### config.mk
export PLATFORM = sky130hd
export DESIGN_NAME = ins_encoder
export DESIGN_NICKNAME = d
export VERILOG_FILES = /design/src/rtl/ins_enc_pkg.sv /design/src/rtl/ins_field_pack.sv /design/src/rtl/ins_encoder.sv
export SDC_FILE = /design/constraint.sdc
export NUM_CORES = 1
export LEC_CHECK = 0
export CORE_MARGIN = 4
export CORE_UTILIZATION = 50
export DETAILED_ROUTE_END_ITERATION = 6
export PLACE_DENSITY = 0.91
export SLEW_MARGIN = 20
export SYNTH_ARGS = -nofsm -noshare
export SYNTH_HDL_FRONTEND = slang
export SYNTH_HIERARCHICAL = 1
export SYNTH_SLANG_ARGS = --single-unit
### constraint.sdc
create_clock -name clk -period 3.7 [get_ports clk]
set_clock_uncertainty 0.05 [all_clocks]
set_input_delay 0.74 -clock clk [delete_from_list [all_inputs] [get_ports clk]]
set_output_delay 0.74 -clock clk [all_outputs]
set_load 0.01 [all_outputs]
### src/rtl/ins_enc_pkg.sv
// Shared definitions for the MIPS instruction encoder: symbolic ops, opcode and
// function-code constants, and small word-assembly helpers.
package ins_enc_pkg;

  typedef enum logic [5:0] {
    OP_SLL     = 6'd0,  OP_SRL   = 6'd1,  OP_SRA   = 6'd2,  OP_SLLV  = 6'd3,
    OP_SRLV    = 6'd4,  OP_SRAV  = 6'd5,  OP_JR    = 6'd6,  OP_JALR  = 6'd7,
    OP_SYSCALL = 6'd8,  OP_MFHI  = 6'd9,  OP_MTHI  = 6'd10, OP_MFLO  = 6'd11,
    OP_MTLO    = 6'd12, OP_MULT  = 6'd13, OP_MULTU = 6'd14, OP_DIV   = 6'd15,
    OP_DIVU    = 6'd16, OP_ADD   = 6'd17, OP_ADDU  = 6'd18, OP_SUB   = 6'd19,
    OP_SUBU    = 6'd20, OP_AND   = 6'd21, OP_OR    = 6'd22, OP_XOR   = 6'd23,
    OP_NOR     = 6'd24, OP_SLT   = 6'd25, OP_SLTU  = 6'd26, OP_BLTZ  = 6'd27,
    OP_BGEZ    = 6'd28, OP_J     = 6'd29, OP_JAL   = 6'd30, OP_BEQ   = 6'd31,
    OP_BNE     = 6'd32, OP_BLEZ  = 6'd33, OP_BGTZ  = 6'd34, OP_ADDI  = 6'd35,
    OP_ADDIU   = 6'd36, OP_SLTI  = 6'd37, OP_SLTIU = 6'd38, OP_ANDI  = 6'd39,
    OP_ORI     = 6'd40, OP_XORI  = 6'd41, OP_LUI   = 6'd42, OP_MFC0  = 6'd43,
    OP_MTC0    = 6'd44, OP_ERET  = 6'd45, OP_LB    = 6'd46, OP_LH    = 6'd47,
    OP_LW      = 6'd48, OP_LBU   = 6'd49, OP_LHU   = 6'd50, OP_SB    = 6'd51,
    OP_SH      = 6'd52, OP_SW    = 6'd53, OP_LI    = 6'd54, OP_MOVE  = 6'd55,
    OP_NOP     = 6'd56, OP_B     = 6'd57
  } enc_op_t;

  localparam logic [5:0] OPC_SPECIAL = 6'h00, OPC_REGIMM = 6'h01, OPC_J     = 6'h02,
                         OPC_JAL     = 6'h03, OPC_BEQ    = 6'h04, OPC_BNE   = 6'h05,
                         OPC_BLEZ    = 6'h06, OPC_BGTZ   = 6'h07, OPC_ADDI  = 6'h08,
                         OPC_ADDIU   = 6'h09, OPC_SLTI   = 6'h0A, OPC_SLTIU = 6'h0B,
                         OPC_ANDI    = 6'h0C, OPC_ORI    = 6'h0D, OPC_XORI  = 6'h0E,
                         OPC_LUI     = 6'h0F, OPC_COP0   = 6'h10, OPC_LB    = 6'h20,
                         OPC_LH      = 6'h21, OPC_LW     = 6'h23, OPC_LBU   = 6'h24,
                         OPC_LHU     = 6'h25, OPC_SB     = 6'h28, OPC_SH    = 6'h29,
                         OPC_SW      = 6'h2B;

  localparam logic [5:0] FN_SLL  = 6'h00, FN_SRL   = 6'h02, FN_SRA  = 6'h03,
                         FN_SLLV = 6'h04, FN_SRLV  = 6'h06, FN_SRAV = 6'h07,
                         FN_JR   = 6'h08, FN_JALR  = 6'h09, FN_SYSCALL = 6'h0C,
                         FN_MFHI = 6'h10, FN_MTHI  = 6'h11, FN_MFLO = 6'h12,
                         FN_MTLO = 6'h13, FN_MULT  = 6'h18, FN_MULTU = 6'h19,
                         FN_DIV  = 6'h1A, FN_DIVU  = 6'h1B, FN_ADD  = 6'h20,
                         FN_ADDU = 6'h21, FN_SUB   = 6'h22, FN_SUBU = 6'h23,
                         FN_AND  = 6'h24, FN_OR    = 6'h25, FN_XOR  = 6'h26,
                         FN_NOR  = 6'h27, FN_SLT   = 6'h2A, FN_SLTU = 6'h2B,
                         FN_ERET = 6'h18;

  localparam logic [4:0] RT_BLTZ = 5'b00000, RT_BGEZ = 5'b00001;
  localparam logic [4:0] RS_MFC0 = 5'b00000, RS_MTC0 = 5'b00100, RS_ERET = 5'b10000;

  function automatic logic [31:0] rtype(input logic [4:0] rs, input logic [4:0] rt,
                                        input logic [4:0] rd, input logic [4:0] sh,
                                        input logic [5:0] fn);
    return {OPC_SPECIAL, rs, rt, rd, sh, fn};
  endfunction

  function automatic logic [31:0] itype(input logic [5:0] op, input logic [4:0] rs,
                                        input logic [4:0] rt, input logic [15:0] imm);
    return {op, rs, rt, imm};
  endfunction

endpackage

### src/rtl/ins_field_pack.sv
// Combinational field packer: turns one symbolic request into up to two
// native MIPS words and flags ops it does not recognise.
module ins_field_pack
  import ins_enc_pkg::*;
(
  input  logic [5:0]  op_i,
  input  logic [4:0]  rs_i,
  input  logic [4:0]  rt_i,
  input  logic [4:0]  rd_i,
  input  logic [4:0]  shamt_i,
  input  logic [31:0] imm_i,
  input  logic [25:0] target_i,
  output logic [31:0] word0_o,
  output logic [31:0] word1_o,
  output logic        two_words_o,
  output logic        illegal_o
);

  logic [15:0] immHi;
  logic [15:0] immLo;
  logic [4:0]  jalrRd;

  assign immHi  = imm_i[31:16];
  assign immLo  = imm_i[15:0];
  assign jalrRd = (rd_i == 5'd0) ? 5'd31 : rd_i;

  always_comb begin
    word0_o     = '0;
    word1_o     = '0;
    two_words_o = 1'b0;
    illegal_o   = 1'b0;
    case (op_i)
      OP_SLL:     word0_o = rtype(5'd0, rt_i, rd_i, shamt_i, FN_SLL);
      OP_SRL:     word0_o = rtype(5'd0, rt_i, rd_i, shamt_i, FN_SRL);
      OP_SRA:     word0_o = rtype(5'd0, rt_i, rd_i, shamt_i, FN_SRA);
      OP_SLLV:    word0_o = rtype(rs_i, rt_i, rd_i, 5'd0, FN_SLLV);
      OP_SRLV:    word0_o = rtype(rs_i, rt_i, rd_i, 5'd0, FN_SRLV);
      OP_SRAV:    word0_o = rtype(rs_i, rt_i, rd_i, 5'd0, FN_SRAV);
      OP_JR:      word0_o = rtype(rs_i, 5'd0, 5'd0, 5'd0, FN_JR);
      OP_JALR:    word0_o = rtype(rs_i, 5'd0, jalrRd, 5'd0, FN_JALR);
      OP_SYSCALL: word0_o = 32'h0000_000C;
      OP_MFHI:    word0_o = rtype(5'd0, 5'd0, rd_i, 5'd0, FN_MFHI);
      OP_MFLO:    word0_o = rtype(5'd0, 5'd0, rd_i, 5'd0, FN_MFLO);
      OP_MTHI:    word0_o = rtype(rs_i, rt_i, 5'd0, 5'd0, FN_MTHI);
      OP_MTLO:    word0_o = rtype(rs_i, rt_i, 5'd0, 5'd0, FN_MTLO);
      OP_MULT:    word0_o = rtype(rs_i, rt_i, 5'd0, 5'd0, FN_MULT);
      OP_MULTU:   word0_o = rtype(rs_i, rt_i, 5'd0, 5'd0, FN_MULTU);
      OP_DIV:     word0_o = rtype(rs_i, rt_i, 5'd0, 5'd0, FN_DIV);
      OP_DIVU:    word0_o = rtype(rs_i, rt_i, 5'd0, 5'd0, FN_DIVU);
      OP_ADD:     word0_o = rtype(rs_i, rt_i, rd_i, shamt_i, FN_ADD);
      OP_ADDU:    word0_o = rtype(rs_i, rt_i, rd_i, shamt_i, FN_ADDU);
      OP_SUB:     word0_o = rtype(rs_i, rt_i, rd_i, shamt_i, FN_SUB);
      OP_SUBU:    word0_o = rtype(rs_i, rt_i, rd_i, shamt_i, FN_SUBU);
      OP_AND:     word0_o = rtype(rs_i, rt_i, rd_i, shamt_i, FN_AND);
      OP_OR:      word0_o = rtype(rs_i, rt_i, rd_i, shamt_i, FN_OR);
      OP_XOR:     word0_o = rtype(rs_i, rt_i, rd_i, shamt_i, FN_XOR);
      OP_NOR:     word0_o = rtype(rs_i, rt_i, rd_i, shamt_i, FN_NOR);
      OP_SLT:     word0_o = rtype(rs_i, rt_i, rd_i, shamt_i, FN_SLT);
      OP_SLTU:    word0_o = rtype(rs_i, rt_i, rd_i, shamt_i, FN_SLTU);
      OP_BLTZ:    word0_o = itype(OPC_REGIMM, rs_i, RT_BLTZ, immLo);
      OP_BGEZ:    word0_o = itype(OPC_REGIMM, rs_i, RT_BGEZ, immLo);
      OP_J:       word0_o = {OPC_J, target_i};
      OP_JAL:     word0_o = {OPC_JAL, target_i};
      OP_BEQ:     word0_o = itype(OPC_BEQ, rs_i, rt_i, immLo);
      OP_BNE:     word0_o = itype(OPC_BNE, rs_i, rt_i, immLo);
      OP_BLEZ:    word0_o = itype(OPC_BLEZ, rs_i, 5'd0, immLo);
      OP_BGTZ:    word0_o = itype(OPC_BGTZ, rs_i, 5'd0, immLo);
      OP_ADDI:    word0_o = itype(OPC_ADDI, rs_i, rt_i, immLo);
      OP_ADDIU:   word0_o = itype(OPC_ADDIU, rs_i, rt_i, immLo);
      OP_SLTI:    word0_o = itype(OPC_SLTI, rs_i, rt_i, immLo);
      OP_SLTIU:   word0_o = itype(OPC_SLTIU, rs_i, rt_i, immLo);
      OP_ANDI:    word0_o = itype(OPC_ANDI, rs_i, rt_i, immLo);
      OP_ORI:     word0_o = itype(OPC_ORI, rs_i, rt_i, immLo);
      OP_XORI:    word0_o = itype(OPC_XORI, rs_i, rt_i, immLo);
      OP_LUI:     word0_o = itype(OPC_LUI, 5'd0, rt_i, immLo);
      OP_MFC0:    word0_o = {OPC_COP0, RS_MFC0, rt_i, rd_i, 11'd0};
      OP_MTC0:    word0_o = {OPC_COP0, RS_MTC0, rt_i, rd_i, 11'd0};
      OP_ERET:    word0_o = {OPC_COP0, RS_ERET, 15'd0, FN_ERET};
      OP_LB:      word0_o = itype(OPC_LB, rs_i, rt_i, immLo);
      OP_LH:      word0_o = itype(OPC_LH, rs_i, rt_i, immLo);
      OP_LW:      word0_o = itype(OPC_LW, rs_i, rt_i, immLo);
      OP_LBU:     word0_o = itype(OPC_LBU, rs_i, rt_i, immLo);
      OP_LHU:     word0_o = itype(OPC_LHU, rs_i, rt_i, immLo);
      OP_SB:      word0_o = itype(OPC_SB, rs_i, rt_i, immLo);
      OP_SH:      word0_o = itype(OPC_SH, rs_i, rt_i, immLo);
      OP_SW:      word0_o = itype(OPC_SW, rs_i, rt_i, immLo);
      OP_NOP:     word0_o = 32'h0000_0000;
      OP_MOVE:    word0_o = rtype(rs_i, 5'd0, rd_i, 5'd0, FN_ADDU);
      OP_B:       word0_o = itype(OPC_BEQ, 5'd0, 5'd0, immLo);
      // LI picks the shortest legal sequence for the constant
      OP_LI: begin
        if (immHi == 16'd0) begin
          word0_o = itype(OPC_ORI, 5'd0, rt_i, immLo);
        end else if (immLo == 16'd0) begin
          word0_o = itype(OPC_LUI, 5'd0, rt_i, immHi);
        end else begin
          word0_o     = itype(OPC_LUI, 5'd0, rt_i, immHi);
          word1_o     = itype(OPC_ORI, rt_i, rt_i, immLo);
          two_words_o = 1'b1;
        end
      end
      default:    illegal_o = 1'b1;
    endcase
  end

endmodule

### src/rtl/ins_encoder.sv
// Streaming MIPS instruction encoder: accepts symbolic requests, emits native
// words with a one-deep pending register for two-word pseudo-op expansions.
module ins_encoder
  import ins_enc_pkg::*;
#(
  parameter int CNT_W = 16
) (
  input  logic             clk,
  input  logic             rst,
  input  logic             req_valid,
  output logic             req_ready,
  input  logic [5:0]       req_op,
  input  logic [4:0]       req_rs,
  input  logic [4:0]       req_rt,
  input  logic [4:0]       req_rd,
  input  logic [4:0]       req_shamt,
  input  logic [31:0]      req_imm,
  input  logic [25:0]      req_target,
  output logic             ins_valid,
  input  logic             ins_ready,
  output logic [31:0]      ins,
  output logic             ins_last,
  output logic             err,
  output logic             busy,
  output logic [CNT_W-1:0] word_cnt
);

  typedef enum logic {IDLE, PEND} state_t;

  state_t            state_q;
  logic [31:0]       insWord_q;
  logic [31:0]       pendWord_q;
  logic              insLast_q;
  logic              insValid_q;
  logic              err_q;
  logic [CNT_W-1:0]  cnt_q;

  logic [31:0] word0;
  logic [31:0] word1;
  logic        twoWords;
  logic        illegal;
  logic        accept;
  logic        xfer;

  ins_field_pack u_pack (
    .op_i        (req_op),
    .rs_i        (req_rs),
    .rt_i        (req_rt),
    .rd_i        (req_rd),
    .shamt_i     (req_shamt),
    .imm_i       (req_imm),
    .target_i    (req_target),
    .word0_o     (word0),
    .word1_o     (word1),
    .two_words_o (twoWords),
    .illegal_o   (illegal)
  );

  // Accepting while the held word leaves avoids a bubble between requests
  assign req_ready = (state_q == IDLE) && (!insValid_q || ins_ready);
  assign accept    = req_valid && req_ready;
  assign xfer      = insValid_q && ins_ready;

  always_ff @(posedge clk or posedge rst) begin
    if (rst) begin
      state_q    <= IDLE;
      insWord_q  <= '0;
      pendWord_q <= '0;
      insLast_q  <= 1'b0;
      insValid_q <= 1'b0;
      err_q      <= 1'b0;
      cnt_q      <= '0;
    end else begin
      err_q <= accept && illegal;
      if (xfer) begin
        cnt_q <= cnt_q + 1'b1;
      end
      case (state_q)
        IDLE: begin
          if (accept && !illegal) begin
            insWord_q  <= word0;
            insLast_q  <= !twoWords;
            insValid_q <= 1'b1;
            if (twoWords) begin
              pendWord_q <= word1;
              state_q    <= PEND;
            end
          end else if (xfer) begin
            insValid_q <= 1'b0;
          end
        end
        PEND: begin
          if (xfer) begin
            insWord_q <= pendWord_q;
            insLast_q <= 1'b1;
            state_q   <= IDLE;
          end
        end
        default: state_q <= IDLE;
      endcase
    end
  end

  assign ins_valid = insValid_q;
  assign ins       = insWord_q;
  assign ins_last  = insLast_q;
  assign err       = err_q;
  assign busy      = insValid_q || (state_q == PEND);
  assign word_cnt  = cnt_q;

endmodule

==> impl_metrics.tcl, run 1 <==
set metrics [dict create \
    vias_per_cell 6.13 \
    cts_root_buf "clkbuf_8" \
    min_path_type "register to register" \
    die_area_um2 12800 \
    rsz0062_at_grt "no" \
    dp_hpwl_um 12800 \
    r2r_setup_slack_ns 1.43 \
    synthDistinctLibCells 71 \
    synth_top_area_frac 0.382 \
    maxCapViolCount 0 \
    yosysSeqAreaShare 0.382 \
    critPathLaunchType "input pin" \
    routed_wl_um 16900 \
    area_growth_pct 29.2 \
    antenna_found_initial 0 \
    synth_largest_area_cell "dfrtp_1" \
    clkSlewWorstSetupHoldPaths_ns 0.08 \
    worst_pin_slew_ns 0.774 \
    synth_area_leaders "dfrtp_1, mux2_4, mux2i_1, a21oi_1, nor2_1" \
    synth_ff_type "dfrtp_1" \
    place_congestion 0.955 \
    cp_max_fo 15 \
    core_um2 10800 \
    synth-seq-cells 84 \
    die_x_um 113 \
    post-route-min-period_ns 3.11 \
    power_density_nw_per_um2 362 \
    max_freq_ghz 0.322 \
    h-tree-depth 3 \
    setup_viol 0 \
    cts_buffers 9 \
    arrival_ns 3.27 \
    cp-end-kind "register" \
    avgSynthCellArea_um2 9.90 \
    io_buffer_count 140 \
    cts_buffer_depth 2 \
    vias 5019 \
    post-route-util 0.659 \
    synth_edf_count 0 \
    synth.cell_area_um2 5510 \
    fp.dieH_um 113 \
    cts_resized 0 \
    post_cts_buffers 0 \
    initial_utilization 0.510 \
    place_inst 803 \
    ys_async_sr_fraction 1.00 \
    maxSlewHeadroom 0.482 \
    drive_gt1_frac 0.128 \
    synthCells 556 \
    synth_warnings 6 \
    fin_ws_ns 0.592 \
    grt_max_degree 47 \
    overflow 0 \
    grt_pass1_vias 5062 \
    peakVddDrop_mv 0.269 \
    num_rows 38 \
    nNetsFinal 763 \
    cts_tree "done" \
    grt_pass1_wl_um 27200 \
    setup_tns_ns 0 \
    dp_slack_ns 0.301 \
    wire_per_inst_um 20.6 \
    io_pins 141 \
    initialDrtViolationCount 510 \
    instances_no_fill 819 \
    antenna_left 0 \
    drtPass1Iterations 7 \
    finalMaxSlewViolations 0 \
    cts_sinks 84 \
    cts_hold_buf 0 \
    diodes 0 \
    p_leak_nw 3.01 \
    drc 0 \
    insertion_delay_ns 0.35 \
    required_ns 3.87 \
    outcome "finished, final reports clean" \
    path_class "input pin to register" \
    final_hold_viol_count 0 \
    grt.total_usage 0.266 \
    fin_crit_sh 0.840 \
]
cell usage in the layout (no fill, tap or decap), types with 11 or more instances in the layout:
cell type,instances
clkdlybuf4s50_1,140
dfrtp_1,83
a21oi_1,49
nor2_1,47
mux2i_1,34
mux2_4,28
and2_1,25
nand2_1,24
buf_4,19
a22o_1,17
a221o_1,17
nor4_1,12
o21ai_0,12
and3_1,11
logic make-up after synthesis:
| group | after synthesis | share of synthesized area |
|---|---|---|
| simple gates | 174 | 0.172 |
| compound gates | 147 | 0.194 |
| flops | 84 | 0.382 |
| mux | 68 | 0.150 |
| buf+inv | 64 | 0.0705 |
| xor+xnor | 16 | 0.0268 |
| fa+ha+maj | 2 | 0.00409 |
| other cells | 1 | 0.000681 |
cell usage after synthesis (2+ instances only):
cell and count:
xor2_1 7, nand2b_1 3, nor4_1 12, nor3_1 8, o21ai_1 6, o21a_1 2
a2bb2oi_1 4, inv_1 7, o21ai_0 12, buf_6 9, a211o_1 6, o221ai_1 4
nand2_1 24, buf_4 14, nor2_1 47, and2_1 25, mux2_4 28, o211ai_1 3
buf_1 8, nand3_1 10, nand3b_1 2, a221o_1 17, buf_2 22, or3b_1 2
a32oi_1 2, nand4_1 5, or2_2 2, and3_1 11, o2bb2ai_1 4, a21oi_1 50
mux2_2 5, xnor2_1 8, o22ai_1 5, o311ai_0 2, mux2i_1 34, nor2_2 2
clkbuf_1 2, a22oi_1 2, a22o_1 17, nor2b_1 7, nor3b_1 3, dfrtp_1 84
where the power goes:
| part | switching [W] | internal (W) |
|---|---|---|
| Clock | 0.000346 | 0.000318 |
| Sequential | 0.0000924 | 0.00102 |
| Combinational | 0.000368 | 0.000422 |
| Total | 0.000807 | 0.00177 |
cell type report:
cell class | count | area [um^2]
fill | 849 | 3680
inverter | 9 | 35.0
clock buffer | 10 | 128
clock inverter | 6 | 71.3
timing repair buffer | 160 | 1560
tap | 140 | 175
sequential | 84 | 2100
multi-input combinational | 410 | 3030
sequential cells by signal (all words and copies together), names as in the netlist:
signal and flops:
err 1, word_cnt 16, pendWord_q 32, ins_last 1, ins_valid 1, state_q 1, ins 32
worst max-delay path: stages:
cell	delay, ns
clkdlybuf4s50_1	0.44
nor4_1	0.44
nand4_1	0.27
and2_1	0.43
a221o_1	0.45
a221o_1	0.27
mux2i_1	0.14
a21oi_1	0.08
layer usage:
layer / track usage / share of wire / vias up
met5: 0 / 0 / -
met4: 0.0978 / 0.033 / 0
met3: 0.0433 / 0.058 / 45
met2: 0.450 / 0.51 / 221
met1: 0.343 / 0.40 / 2474
li1: - / - / 2279
through the flow:
stage	hold WS, ns	total power, W	cell area [um^2]
floorplan	0.429	0.00149	5510
global placement	0.414	0.00189	6910
detailed placement	0.436	0.00192	6910
CTS	0.452	0.00258	7110
global route	0.485	0.00269	7110
finish	0.453	0.00257	7110
path summary, 6_finish.rpt:
check / from / endpoint / depth (start not counted)
worst max-delay path: req_imm[27] / ins[15] / 8
worst min-delay path: word_cnt[15] / word_cnt[15] / 1
worst max register to register: state_q / pendWord_q[1] / 4
worst min register to register: word_cnt[15] / word_cnt[15] / 1
max in group asynchronous: rst / pendWord_q[2] / 3
min in group asynchronous: rst / ins[6] / 2
No activity file was read; power rests on OpenSTA's default activity.
==> run 2: changes to the inputs <==
==> constraint.sdc (replaced) <==
create_clock -name clk -period 3.17 [get_ports clk]
set_clock_uncertainty 0.05 [all_clocks]
set_input_delay 0.634 -clock clk [delete_from_list [all_inputs] [get_ports clk]]
set_output_delay 0.634 -clock clk [all_outputs]
set_load 0.01 [all_outputs]
==> impl_metrics.tcl, run 2 (synthesized netlist as in run 1, its figures left out) <==
set metrics [dict create \
    outcome "finished, final reports clean" \
    worstSetupStartpoint "req_op[2]" \
    drtPass1Iterations 5 \
    cts_tree "done" \
    die_area_um2 12800 \
    grt.total_usage 0.265 \
    arrival_ns 3.08 \
    post-route-util 0.679 \
    cts_buffer_depth 2 \
    power_frac_comb 0.317 \
    setup_tns_ns 0 \
    min_path_type "register to register" \
    num-fill-cells 824 \
    power_frac_seq 0.435 \
    cts_resized 0 \
    io_buffer_count 140 \
    p_leak_nw 3.13 \
    cts_root_buf "clkbuf_8" \
    grt_pass1_vias 5061 \
    wl_met2_um 8630 \
    cp-end-kind "register" \
    fp.dieH_um 113 \
    io_pins 141 \
    maxSlewHeadroom 0.525 \
    dr.max_layer_used "met4" \
    grt_max_degree 66 \
    route.met3.wl_um 961 \
    cts_sinks 84 \
    drive_gt1_frac 0.149 \
    rsz0062_at_grt "no" \
    die_x_um 113 \
    vias_per_cell 6.10 \
    area_growth_pct 33.1 \
    antenna_found_initial 0 \
    path_class "input pin to register" \
    initialDrtViolationCount 473 \
    layout_commonest_cell "clkdlybuf4s50_1" \
    finalMaxSlewViolations 0 \
    overflow 0 \
    antenna_left 0 \
    r2r_setup_slack_ns 0.94 \
    required_ns 3.36 \
    maxCapViolCount 0 \
    num_rows 38 \
    swShare 0.306 \
    nNetsFinal 782 \
    dp_hpwl_um 13000 \
    vias 5108 \
    critPathLaunchType "input pin" \
    mostFrequentLayoutCells "clkdlybuf4s50_1, dfrtp_1, a21oi_1" \
    pwr-share-clk 0.247 \
    cts_buffers 9 \
    max_freq_ghz 0.346 \
    crit_end "pendWord_q[21]" \
    routed_wl_um 17100 \
    peakVddDrop_mv 0.276 \
    diodes 0 \
    intPower_w 0.00208 \
    worstRegToRegCells 4 \
    power_density_nw_per_um2 409 \
    drc 0 \
    place_congestion 0.993 \
    worst_pin_slew_ns 0.706 \
    h-tree-depth 3 \
    wl_met1_um 6920 \
    insertion_delay_ns 0.35 \
    core_um2 10800 \
    setup_viol 0 \
    initial_utilization 0.510 \
    post_cts_buffers 0 \
    fin_crit_sh 0.911 \
    r2r-start "state_q" \
    r2r_end "pendWord_q[21]" \
    post-route-min-period_ns 2.89 \
    final_hold_viol_count 0 \
    cts_hold_buf 0 \
    power.switching_w 0.000918 \
    clkSlewWorstSetupHoldPaths_ns 0.08 \
    cp_max_fo 16 \
    wire_per_inst_um 20.4 \
    grt_pass1_wl_um 27000 \
]
-- run 2: how the worst min path moves through the flow --
stage / startpoint / cells past startpoint / endpoint / slack [ns]
final: word_cnt[13] / 1 / word_cnt[13] / 0.45
after global placement: word_cnt[15] / 1 / word_cnt[15] / 0.41
after floorplan: pendWord_q[28] / 1 / pendWord_q[28] / 0.43
after global routing: word_cnt[13] / 1 / word_cnt[13] / 0.47
after detailed placement: word_cnt[13] / 1 / word_cnt[13] / 0.44
after CTS: word_cnt[13] / 1 / word_cnt[13] / 0.45
-- run 2: through the flow --
| step | hold slack (ns) | cell area [um^2] | setup slack, ns | cells | total power [W] |
|---|---|---|---|---|---|
| finish | 0.450 | 7330 | 0.284 | 838 | 0.00300 |
| global route | 0.475 | 7330 | 0.250 | 838 | 0.00314 |
| CTS | 0.451 | 7330 | 0.319 | 838 | 0.00301 |
| detailed placement | 0.438 | 7140 | -0.0338 | 822 | 0.00227 |
| global placement | 0.411 | 7140 | 0.0786 | 822 | 0.00224 |
| floorplan | 0.429 | 5510 | 0.286 | 558 | 0.00174 |
-- run 2: power groups by stage --
stage	sequential, W	combinational, W	clock (W)
CTS	0.00130	0.000952	0.000753
detailed placement	0.00132	0.000948	0
global route	0.00132	0.00102	0.000793
finish	0.00130	0.000952	0.000742
global placement	0.00132	0.000925	0
floorplan	0.00136	0.000380	0
-- run 2: cell type report --
class	count	area, um^2	share of cell area
inverters	9	35.0	0.00478
well taps	140	175	0.0239
clock inverters	4	50.0	0.00683
multi-input cells	410	3030	0.414
flip-flops and latches	84	2100	0.287
repair buffers	179	1790	0.245
clock buffers	12	135	0.0184
-- run 2: per-layer routing --
metal  track usage  vias to the layer above
met2         0.453                      228
met4         0.106                        0
li1              -                     2315
met5             0                        -
met3        0.0406                       48
met1         0.336                     2517
-- run 2: critical path, stage by stage --
cell,delay [ns]
clkdlybuf4s50_1,0.53
inv_1,0.10
nor4_4,0.35
nand2_1,0.17
a41oi_2,0.21
or3b_2,0.50
buf_4,0.25
mux2_4,0.33
==> run 3: changes to the inputs <==
--- a/config.mk
+++ b/config.mk
@@ -7,8 +7,10 @@
 export LEC_CHECK = 0
 export CORE_MARGIN = 4
 export CORE_UTILIZATION = 50
+export CTS_CLUSTER_DIAMETER = 60
 export DETAILED_ROUTE_END_ITERATION = 6
 export PLACE_DENSITY = 0.91
+export SKIP_LAST_GASP = 1
 export SLEW_MARGIN = 20
 export SYNTH_ARGS = -nofsm -noshare
 export SYNTH_HDL_FRONTEND = slang
==> results of run 3 <==
No change in the layout: final DEF, timing and power equal those of run 2.
